**src/rtl/csr_unit.sv**
```systemverilog
// Machine-mode CSR responder for the RV32I pipeline: combinational read, clocked write,
// 64-bit mcycle/minstret counters, trap entry and mret with the fetch redirect target.
module csr_unit #(
    parameter logic [31:0] MTVEC_RESET = 32'h0000_0000,
    parameter int unsigned HART_ID     = 0,
    parameter logic [31:0] MISA_VAL    = 32'h4000_0100
) (
    input  logic        clk,
    input  logic        rst,
    input  logic        csr_en,
    input  logic [2:0]  csr_op,
    input  logic [11:0] csr_addr,
    input  logic [31:0] csr_src,
    input  logic        src_is_zero,
    output logic [31:0] csr_rdata,
    output logic        illegal_csr,
    input  logic        retire,
    input  logic        trap_req,
    input  logic [31:0] trap_cause,
    input  logic [31:0] trap_pc,
    input  logic        mret,
    output logic        redirect,
    output logic [31:0] redirect_pc,
    output logic        mie_o
);

    localparam logic [11:0] A_MSTATUS  = 12'h300;
    localparam logic [11:0] A_MISA     = 12'h301;
    localparam logic [11:0] A_MTVEC    = 12'h305;
    localparam logic [11:0] A_MSCRATCH = 12'h340;
    localparam logic [11:0] A_MEPC     = 12'h341;
    localparam logic [11:0] A_MCAUSE   = 12'h342;
    localparam logic [11:0] A_MCYCLE   = 12'hB00;
    localparam logic [11:0] A_MCYCLEH  = 12'hB80;
    localparam logic [11:0] A_MINSTRET = 12'hB02;
    localparam logic [11:0] A_MINSTH   = 12'hB82;
    localparam logic [11:0] A_CYCLE    = 12'hC00;
    localparam logic [11:0] A_CYCLEH   = 12'hC80;
    localparam logic [11:0] A_INSTRET  = 12'hC02;
    localparam logic [11:0] A_INSTRETH = 12'hC82;
    localparam logic [11:0] A_MHARTID  = 12'hF14;

    logic        r_mie;
    logic        r_mpie;
    logic [31:2] r_mtvec;
    logic [31:0] r_mscratch;
    logic [31:2] r_mepc;
    logic [31:0] r_mcause;
    logic [63:0] r_mcycle;
    logic [63:0] r_minstret;

    logic [31:0] w_old;
    logic        w_mapped;
    logic        w_read_only;
    logic        w_wants_write;
    logic        w_illegal;
    logic        w_we;
    logic [31:0] w_wval;
    logic [2:0]  w_unused;

    assign w_unused = {csr_op[2], trap_pc[1:0]};

    always_comb begin
        w_old    = '0;
        w_mapped = 1'b1;
        case (csr_addr)
            A_MSTATUS:              w_old = {24'b0, r_mpie, 3'b0, r_mie, 3'b0};
            A_MISA:                 w_old = MISA_VAL;
            A_MTVEC:                w_old = {r_mtvec, 2'b00};
            A_MSCRATCH:             w_old = r_mscratch;
            A_MEPC:                 w_old = {r_mepc, 2'b00};
            A_MCAUSE:               w_old = r_mcause;
            A_MCYCLE, A_CYCLE:      w_old = r_mcycle[31:0];
            A_MCYCLEH, A_CYCLEH:    w_old = r_mcycle[63:32];
            A_MINSTRET, A_INSTRET:  w_old = r_minstret[31:0];
            A_MINSTH, A_INSTRETH:   w_old = r_minstret[63:32];
            A_MHARTID:              w_old = 32'(HART_ID);
            default:                w_mapped = 1'b0;
        endcase
    end

    always_comb begin
        w_wval        = w_old;
        w_wants_write = 1'b0;
        case (csr_op[1:0])
            2'b01: begin
                w_wval        = csr_src;
                w_wants_write = 1'b1;
            end
            2'b10: begin
                w_wval        = w_old | csr_src;
                w_wants_write = ~src_is_zero;
            end
            2'b11: begin
                w_wval        = w_old & ~csr_src;
                w_wants_write = ~src_is_zero;
            end
            default: begin
                w_wval        = w_old;
                w_wants_write = 1'b0;
            end
        endcase
    end

    assign w_read_only = (csr_addr[11:10] == 2'b11);
    assign w_illegal   = csr_en & (~w_mapped | (w_read_only & w_wants_write));
    // Trap and mret both pre-empt any CSR write issued in the same cycle.
    assign w_we        = csr_en & w_wants_write & ~w_illegal & ~trap_req & ~mret;

    assign csr_rdata   = csr_en ? w_old : '0;
    assign illegal_csr = w_illegal;
    assign redirect    = trap_req | mret;
    assign redirect_pc = trap_req ? {r_mtvec, 2'b00} : {r_mepc, 2'b00};
    assign mie_o       = r_mie;

    always_ff @(posedge clk or posedge rst) begin
        if (rst) begin
            r_mie      <= 1'b0;
            r_mpie     <= 1'b0;
            r_mtvec    <= MTVEC_RESET[31:2];
            r_mscratch <= '0;
            r_mepc     <= '0;
            r_mcause   <= '0;
        end else if (trap_req) begin
            r_mepc   <= trap_pc[31:2];
            r_mcause <= trap_cause;
            r_mpie   <= r_mie;
            r_mie    <= 1'b0;
        end else if (mret) begin
            r_mie  <= r_mpie;
            r_mpie <= 1'b1;
        end else if (w_we) begin
            case (csr_addr)
                A_MSTATUS: begin
                    r_mie  <= w_wval[3];
                    r_mpie <= w_wval[7];
                end
                A_MTVEC:    r_mtvec    <= w_wval[31:2];
                A_MSCRATCH: r_mscratch <= w_wval;
                A_MEPC:     r_mepc     <= w_wval[31:2];
                A_MCAUSE:   r_mcause   <= w_wval;
                default: ;
            endcase
        end
    end

    // A write to either half replaces that cycle's increment of the whole counter.
    always_ff @(posedge clk or posedge rst) begin
        if (rst) begin
            r_mcycle   <= '0;
            r_minstret <= '0;
        end else begin
            if (w_we && csr_addr == A_MCYCLE)
                r_mcycle <= {r_mcycle[63:32], w_wval};
            else if (w_we && csr_addr == A_MCYCLEH)
                r_mcycle <= {w_wval, r_mcycle[31:0]};
            else
                r_mcycle <= r_mcycle + 64'd1;

            if (w_we && csr_addr == A_MINSTRET)
                r_minstret <= {r_minstret[63:32], w_wval};
            else if (w_we && csr_addr == A_MINSTH)
                r_minstret <= {w_wval, r_minstret[31:0]};
            else if (retire)
                r_minstret <= r_minstret + 64'd1;
        end
    end

endmodule
```
**config.mk**
```make
export PLATFORM = sky130hd
export DESIGN_NAME = csr_unit
export DESIGN_NICKNAME = d
export VERILOG_FILES = /design/src/rtl/csr_unit.sv
export SDC_FILE = /design/constraint.sdc
export NUM_CORES = 1
export LEC_CHECK = 0
export CORE_MARGIN = 1.5
export CORE_UTILIZATION = 44
export CTS_CLUSTER_DIAMETER = 200
export DETAILED_ROUTE_END_ITERATION = 8
export SLEW_MARGIN = 20
export SYNTH_ARGS = -nofsm -noshare
export SYNTH_HDL_FRONTEND = slang
export SYNTH_SLANG_ARGS = --single-unit
```
**constraint.sdc**
```tcl
create_clock -name clk -period 10.8 [get_ports clk]
set_input_delay 2.7 -clock clk [delete_from_list [all_inputs] [get_ports clk]]
set_output_delay 2.7 -clock clk [all_outputs]
set_load 0.01 [all_outputs]
```
==> impl_metrics.json, run 1 <==
{
  "status": "finished clean",
  "ys_seq_area_share_pct": 38.93,
  "r2r_end": "r_minstret[48]",
  "synth-edff-count": 0,
  "start_util_pct": 44.60,
  "holdPathEnd": "r_mscratch[28]",
  "die_w_um": 195.6,
  "crit_chain": "clkdlybuf4s50_1 -> nor3_1 -> o2111ai_2 -> buf_4 -> o22ai_1 -> a221o_1 -> a21oi_1 -> nor2b_1 -> clkdlybuf4s50_1",
  "dieArea_mm2": 0.03828,
  "grt_max_degree": 146,
  "wirelength_mm": 68.60,
  "final_nets": 2063,
  "ctsResizeCount": 0,
  "critical_path.top_delay_family": "buffers and inverters",
  "cp_common_cell": "clkdlybuf4s50_1",
  "slew_viol_final": 0,
  "wl_per_cell_um": 28.19,
  "async_reset_ff_share_pct": 100.0,
  "placed_area_mm2": 0.01849,
  "clock.fmax_mhz": 109.0,
  "rsz0062_at_grt": "false",
  "path_buf_inv": 3,
  "grt_pass1_wl_mm": 100.7,
  "ys_seq_elements": 254,
  "drive_above_1_share_pct": 8.753,
  "port_buffers": 179,
  "synth_cells": 1829,
  "gp_congestion": 0.9941,
  "grt_pass1_vias": 15104,
  "relSlewSlack_pct": 16.56,
  "yosysWarnings": 0,
  "final_hold_viol_count": 0,
  "num_rows": 70,
  "r2r_cells": 8,
  "drc": 0,
  "placed_cells": 2379,
  "synthFlopType": "dfrtp_1",
  "synthToLayoutAreaGrowth_pct": 19.55,
  "grt_overflow": 0,
  "nFillCells": 3440,
  "fin_area_mm2": 0.01952,
  "path_class": "input port to primary output",
  "netlist_area_mm2": 0.01633,
  "cts_buffers": 30,
  "ctsRootBufferMaster": "clkbuf_16",
  "vias_per_cell": 6.556,
  "antenna_found_initial": 3,
  "hold_start": "r_mscratch[28]",
  "grt_use_total_pct": 35.59,
  "finalCriticalPeriod_ns": 9.172,
  "crit_slowest_cell": "nor3_1",
  "ir_drop_mv": 0.1608,
  "fin_crit_sh_pct": 84.93,
  "start_kind": "input port",
  "yosysMostFrequentCell": "dfrtp_1",
  "ff_latch_area_mm2": 0.006356,
  "synth.area.top_cells": "dfrtp_1 (39%), mux2i_1 (7.0%), o21ai_0 (5.3%)",
  "antenna_left": 0,
  "tns_ns": 0,
  "crit_fanout": 16,
  "holdBufCountCts": 0,
  "tightest_slew_ns": 1.249,
  "cts_buffer_depth": 3,
  "r2r_slack_ns": 7.42,
  "firstDrtPassIters": 5,
  "fin_skew_ns": 0.01631,
  "drt_iter0_drc": 1750,
  "syn_avg_cell_area_um2": 8.927,
  "hp-class": "register to register",
  "vias": 15958,
  "crit_path_end_kind": "primary output",
  "cap_viol_max_count": 0,
  "setup_viol": 0,
  "min_path_cells": 2,
  "cpPeakStageDelay_ns": 0.77,
  "cts_tree": "done",
  "p_per_area_mw_per_mm2": 124.5,
  "postCtsSetupRepairBufs": 0,
  "die_y_um": 195.6,
  "yosys-top-cells-count": "dfrtp_1 (254), nand2_1 (197), o21ai_0 (173), mux2i_1 (114), nor2_1 (90)",
  "pin_count": 185,
  "cts_max_level": 1,
  "clkLatencyLatePin_ns": 0.58,
  "post-dp-hpwl_mm": 47.65,
  "multi_input_area_mm2": 0.009380,
  "required_ns": 8.10,
  "p_leak_uw": 0.007656,
  "coreArea_mm2": 0.03661,
  "synth_top_area_cell": "dfrtp_1",
  "clk_pin_slew_ns": 0.05,
  "synth_cell_types": 85,
  "synth_top_area_share_pct": 38.93,
  "r2r-start": "r_minstret[0]",
  "stdcell_count": 2434,
  "cts.sinks": 254,
  "arrival_ns": 6.47
}
[layer usage]
metal | track usage [%] | wire length, um | share of wire [%]
met1 | 48.73 | 28550 | 42
met2 | 52.78 | 29880 | 44
met3 | 8.636 | 6574 | 9.6
met4 | 16.97 | 3589 | 5.2
met5 | 0 | 9 | 0.013
[worst register-to-register path, cell delays in order, from the launching register on]
cell and delay (ns):
dfrtp_1 0.47, ha_1 0.26, nand4_1 0.33, nor2_1 0.67
nand4_2 0.43, or4_1 0.60, and3_1 0.20, a211oi_1 0.20
o21ai_1 0.09
[layout by cell type, fill, tap and decap left out, types with 17 or more instances in the layout]
master / n
a22o_1: 26
nand4_1: 47
and4_1: 19
clkbuf_16: 31
xnor2_1: 59
nor2b_1: 25
o22ai_1: 20
clkdlybuf4s50_1: 174
a22oi_1: 63
o21ai_1: 22
o211ai_1: 19
buf_4: 43
nand3_1: 76
nor4_1: 17
o221ai_1: 24
dfrtp_1: 254
nand2_1: 193
xor2_1: 39
nor2_1: 90
and3_1: 25
and2_1: 23
a21oi_1: 74
o21ai_0: 173
a221o_1: 17
nor3_1: 42
mux2i_1: 114
mux2_2: 32
[logic make-up after synthesis]
family	share of synthesized area, %
simple gates	20.77
compound gates	21.58
flops	38.93
buf+inv	4.100
mux	9.195
xor+xnor	5.257
fa+ha+maj	0.1532
other cells	0.02297
[through the flow]
stage | util [%] | hold WS, ns | total power (uW) | setup WS [ns]
floorplan | - | 0.4460 | 1233 | 1.115
global placement | 50.49 | 0.4603 | 1381 | 1.783
detailed placement | 50.49 | 0.4691 | 1384 | 1.745
CTS | 53.31 | 0.4827 | 2432 | 1.747
global route | 53.31 | 0.5003 | 2501 | 1.497
finish | 53.32 | 0.4788 | 2430 | 1.628
[sequential cells by signal, indices dropped and copies added, names as in the netlist]
signal and flops:
mie_o 1, r_mcause 32, r_mcycle 64, r_mepc 30, r_minstret 64, r_mpie 1
r_mscratch 32, r_mtvec 30
[how the worst max path moves through the flow]
stage                      startpoint             to  slack, ns  cells past startpoint
after floorplan                   rst          mie_o       1.11                      1
after global placement    csr_addr[4]  csr_rdata[29]       1.78                      9
after detailed placement  csr_addr[5]  csr_rdata[29]       1.74                      9
after CTS                 csr_addr[5]  csr_rdata[29]       1.75                      9
after global routing      csr_addr[5]  csr_rdata[29]       1.50                      9
final                     csr_addr[5]  csr_rdata[29]       1.63                      9
[report_power, final]
part           total [uW]  switching (uW)  leakage, uW  internal, uW
Clock                1060             426     0.000513           632
Sequential           1050            54.0      0.00331           995
Combinational         323             185      0.00383           138
Total                2430             664      0.00766          1770
[layout make-up]
| type | instances | share of cell area (%) |
|---|---|---|
| Timing Repair Buffer | 221 | 10.76 |
| Tap cell | 468 | 3.000 |
| Clock buffer | 47 | 4.948 |
| Multi-Input combinational cell | 1421 | 48.05 |
| Inverter | 15 | 0.3269 |
| Sequential cell | 254 | 32.56 |
| Antenna cell | 1 | 0.01282 |
| Clock inverter | 7 | 0.3397 |
No activity file was read; power rests on OpenSTA's default activity.
==> run 2: changes to the inputs <==
--- a/config.mk
+++ b/config.mk
@@ -9,6 +9,7 @@
 export CORE_UTILIZATION = 44
 export CTS_CLUSTER_DIAMETER = 200
 export DETAILED_ROUTE_END_ITERATION = 8
+export PLACE_DENSITY = 0.67
 export SLEW_MARGIN = 20
 export SYNTH_ARGS = -nofsm -noshare
 export SYNTH_HDL_FRONTEND = slang
==> constraint.sdc (replaced) <==
create_clock -name clk -period 7.75 [get_ports clk]
set_input_delay 1.9375 -clock clk [delete_from_list [all_inputs] [get_ports clk]]
set_output_delay 1.9375 -clock clk [all_outputs]
set_load 0.01 [all_outputs]
==> run 2 against run 1 <==
  * Register-to-register slack worse by 2.8 ns
  * Clock power is 58% higher
  * Die area stayed put
  * Sequential share of layout area is 0.38 points lower
  * Routed wire length is 2.3% lower
  * Critical path type unchanged
==> impl_metrics.json, run 2 (same netlist as run 1, synthesis figures left out) <==
{
  "status": "finished clean",
  "antenna_found_initial": 2,
  "final_nets": 2076,
  "p_per_area_mw_per_mm2": 182.7,
  "cpPeakStageDelay_ns": 0.74,
  "cp_common_cell": "clkdlybuf4s50_1",
  "gp_congestion": 1.045,
  "cts_buffer_depth": 3,
  "drc": 0,
  "dieArea_mm2": 0.03828,
  "wirelength_mm": 67.05,
  "die_w_um": 195.6,
  "largestRegisters": "r_mcycle x64, r_minstret x64",
  "start_kind": "input port",
  "die_y_um": 195.6,
  "post-dp-hpwl_mm": 46.98,
  "drt_iter0_drc": 1973,
  "holdBufCountCts": 0,
  "cts_max_level": 1,
  "cts_tree": "done",
  "path_buf_inv": 3,
  "slew_viol_final": 0,
  "relSlewSlack_pct": 24.10,
  "layout_commonest_cell": "dfrtp_1",
  "tns_ns": 0,
  "vias_per_cell": 6.656,
  "drive_above_1_share_pct": 9.353,
  "grt_use_total_pct": 34.54,
  "fin_area_mm2": 0.01975,
  "required_ns": 5.81,
  "ctsRootBufferMaster": "clkbuf_16",
  "grt_pass1_vias": 15429,
  "setup_viol": 0,
  "tightest_slew_ns": 1.129,
  "hp-class": "register to register",
  "pin_count": 185,
  "ctsResizeCount": 0,
  "finalPower_uw": 3608,
  "ir_drop_mv": 0.1999,
  "grt_pass1_wl_mm": 99.44,
  "final_hold_viol_count": 0,
  "finalCriticalPeriod_ns": 7.319,
  "critical_path.top_delay_family": "buffers and inverters",
  "grt_overflow": 0,
  "port_buffers": 179,
  "firstDrtPassIters": 7,
  "clk_pin_slew_ns": 0.06,
  "postCtsSetupRepairBufs": 0,
  "nFillCells": 3335,
  "fin_crit_sh_pct": 94.44,
  "start_util_pct": 44.60,
  "wl_per_cell_um": 27.40,
  "grt_max_degree": 168,
  "arrival_ns": 5.38,
  "synthToLayoutAreaGrowth_pct": 20.97,
  "cts.sinks": 254,
  "utilization_pct": 53.95,
  "fin_skew_ns": 0.01591,
  "final_cell_mix": "dfrtp_1 (254), nand2_1 (193), clkdlybuf4s50_1 (174), o21ai_0 (173), mux2i_1 (114)",
  "clkLatencyLatePin_ns": 0.59,
  "crit_fanout": 14,
  "crit_slowest_cell": "clkdlybuf4s50_1",
  "crit_chain": "clkdlybuf4s50_1 -> and3b_1 -> o2111ai_2 -> buf_4 -> o22ai_1 -> a211oi_1 -> nor2b_1 -> clkdlybuf4s50_1",
  "cts_buffers": 30,
  "crit_path_end_kind": "primary output",
  "vias": 16288,
  "path_class": "input port to primary output",
  "num_rows": 70,
  "p_leak_uw": 0.007776,
  "coreArea_mm2": 0.03661,
  "cap_viol_max_count": 0,
  "clock.fmax_mhz": 136.6,
  "placed_area_mm2": 0.01857,
  "hold_slack_ns": 0.4768,
  "rsz0062_at_grt": "false",
  "antenna_left": 0
}
==> run 2: where the power goes <==
part | switching [uW] | leakage [uW] | internal (uW)
clock network | 613 | 0.000554 | 1050
logic | 278 | 0.00391 | 197
registers | 80.9 | 0.00331 | 1390
==> run 2: worst reg2reg max path, cell delays in order, from the launching register on <==
cell	delay, ns
dfrtp_1	0.46
nand4_1	0.25
nor4_2	0.49
nand2_1	0.57
nor4_2	0.81
nand3_1	0.21
xor2_1	0.17
mux2i_1	0.08
==> run 2: worst paths after layout <==
| path | endpoint | depth (start not counted) | slack [ns] | startpoint |
|---|---|---|---|---|
| min in group asynchronous | r_mscratch[24] | 2 | 1.69 | rst |
| max in group asynchronous | r_mepc[10] | 3 | 4.80 | rst |
| hold / removal | r_mscratch[26] | 2 | 0.48 | r_mscratch[26] |
| hold reg to reg | r_mscratch[26] | 2 | 0.48 | r_mscratch[26] |
| setup / recovery | csr_rdata[5] | 8 | 0.43 | csr_addr[10] |
| setup reg to reg | r_mcycle[50] | 7 | 4.57 | r_mcycle[3] |
==> run 2: per-layer routing <==
layer | vias up | GRT usage [%] | wire (um)
li1 | 7104 | - | -
met1 | 7985 | 45.81 | 26720
met2 | 969 | 53.32 | 29800
met3 | 226 | 8.342 | 6994
met4 | 4 | 15.82 | 3505
met5 | - | 0 | 24
==> run 2: final cells by class <==
type,count,area (um2),share of cell area (%)
clock inverters,18,329.1,1.666
diodes,1,2.502,0.01267
multi-input cells,1421,9364,47.41
well taps,468,585.6,2.965
repair buffers,234,2230,11.29
flip-flops and latches,254,6356,32.18
inverters,15,60.06,0.3041
clock buffers,36,824.5,4.175
==> run 2: stage by stage <==
stage	worst slack (ns)	cells
after floorplan	2.208	1830
after global placement	0.6200	2391
after detailed placement	0.5990	2391
after CTS	0.5749	2445
after global routing	0.3915	2446
final	0.4310	2447
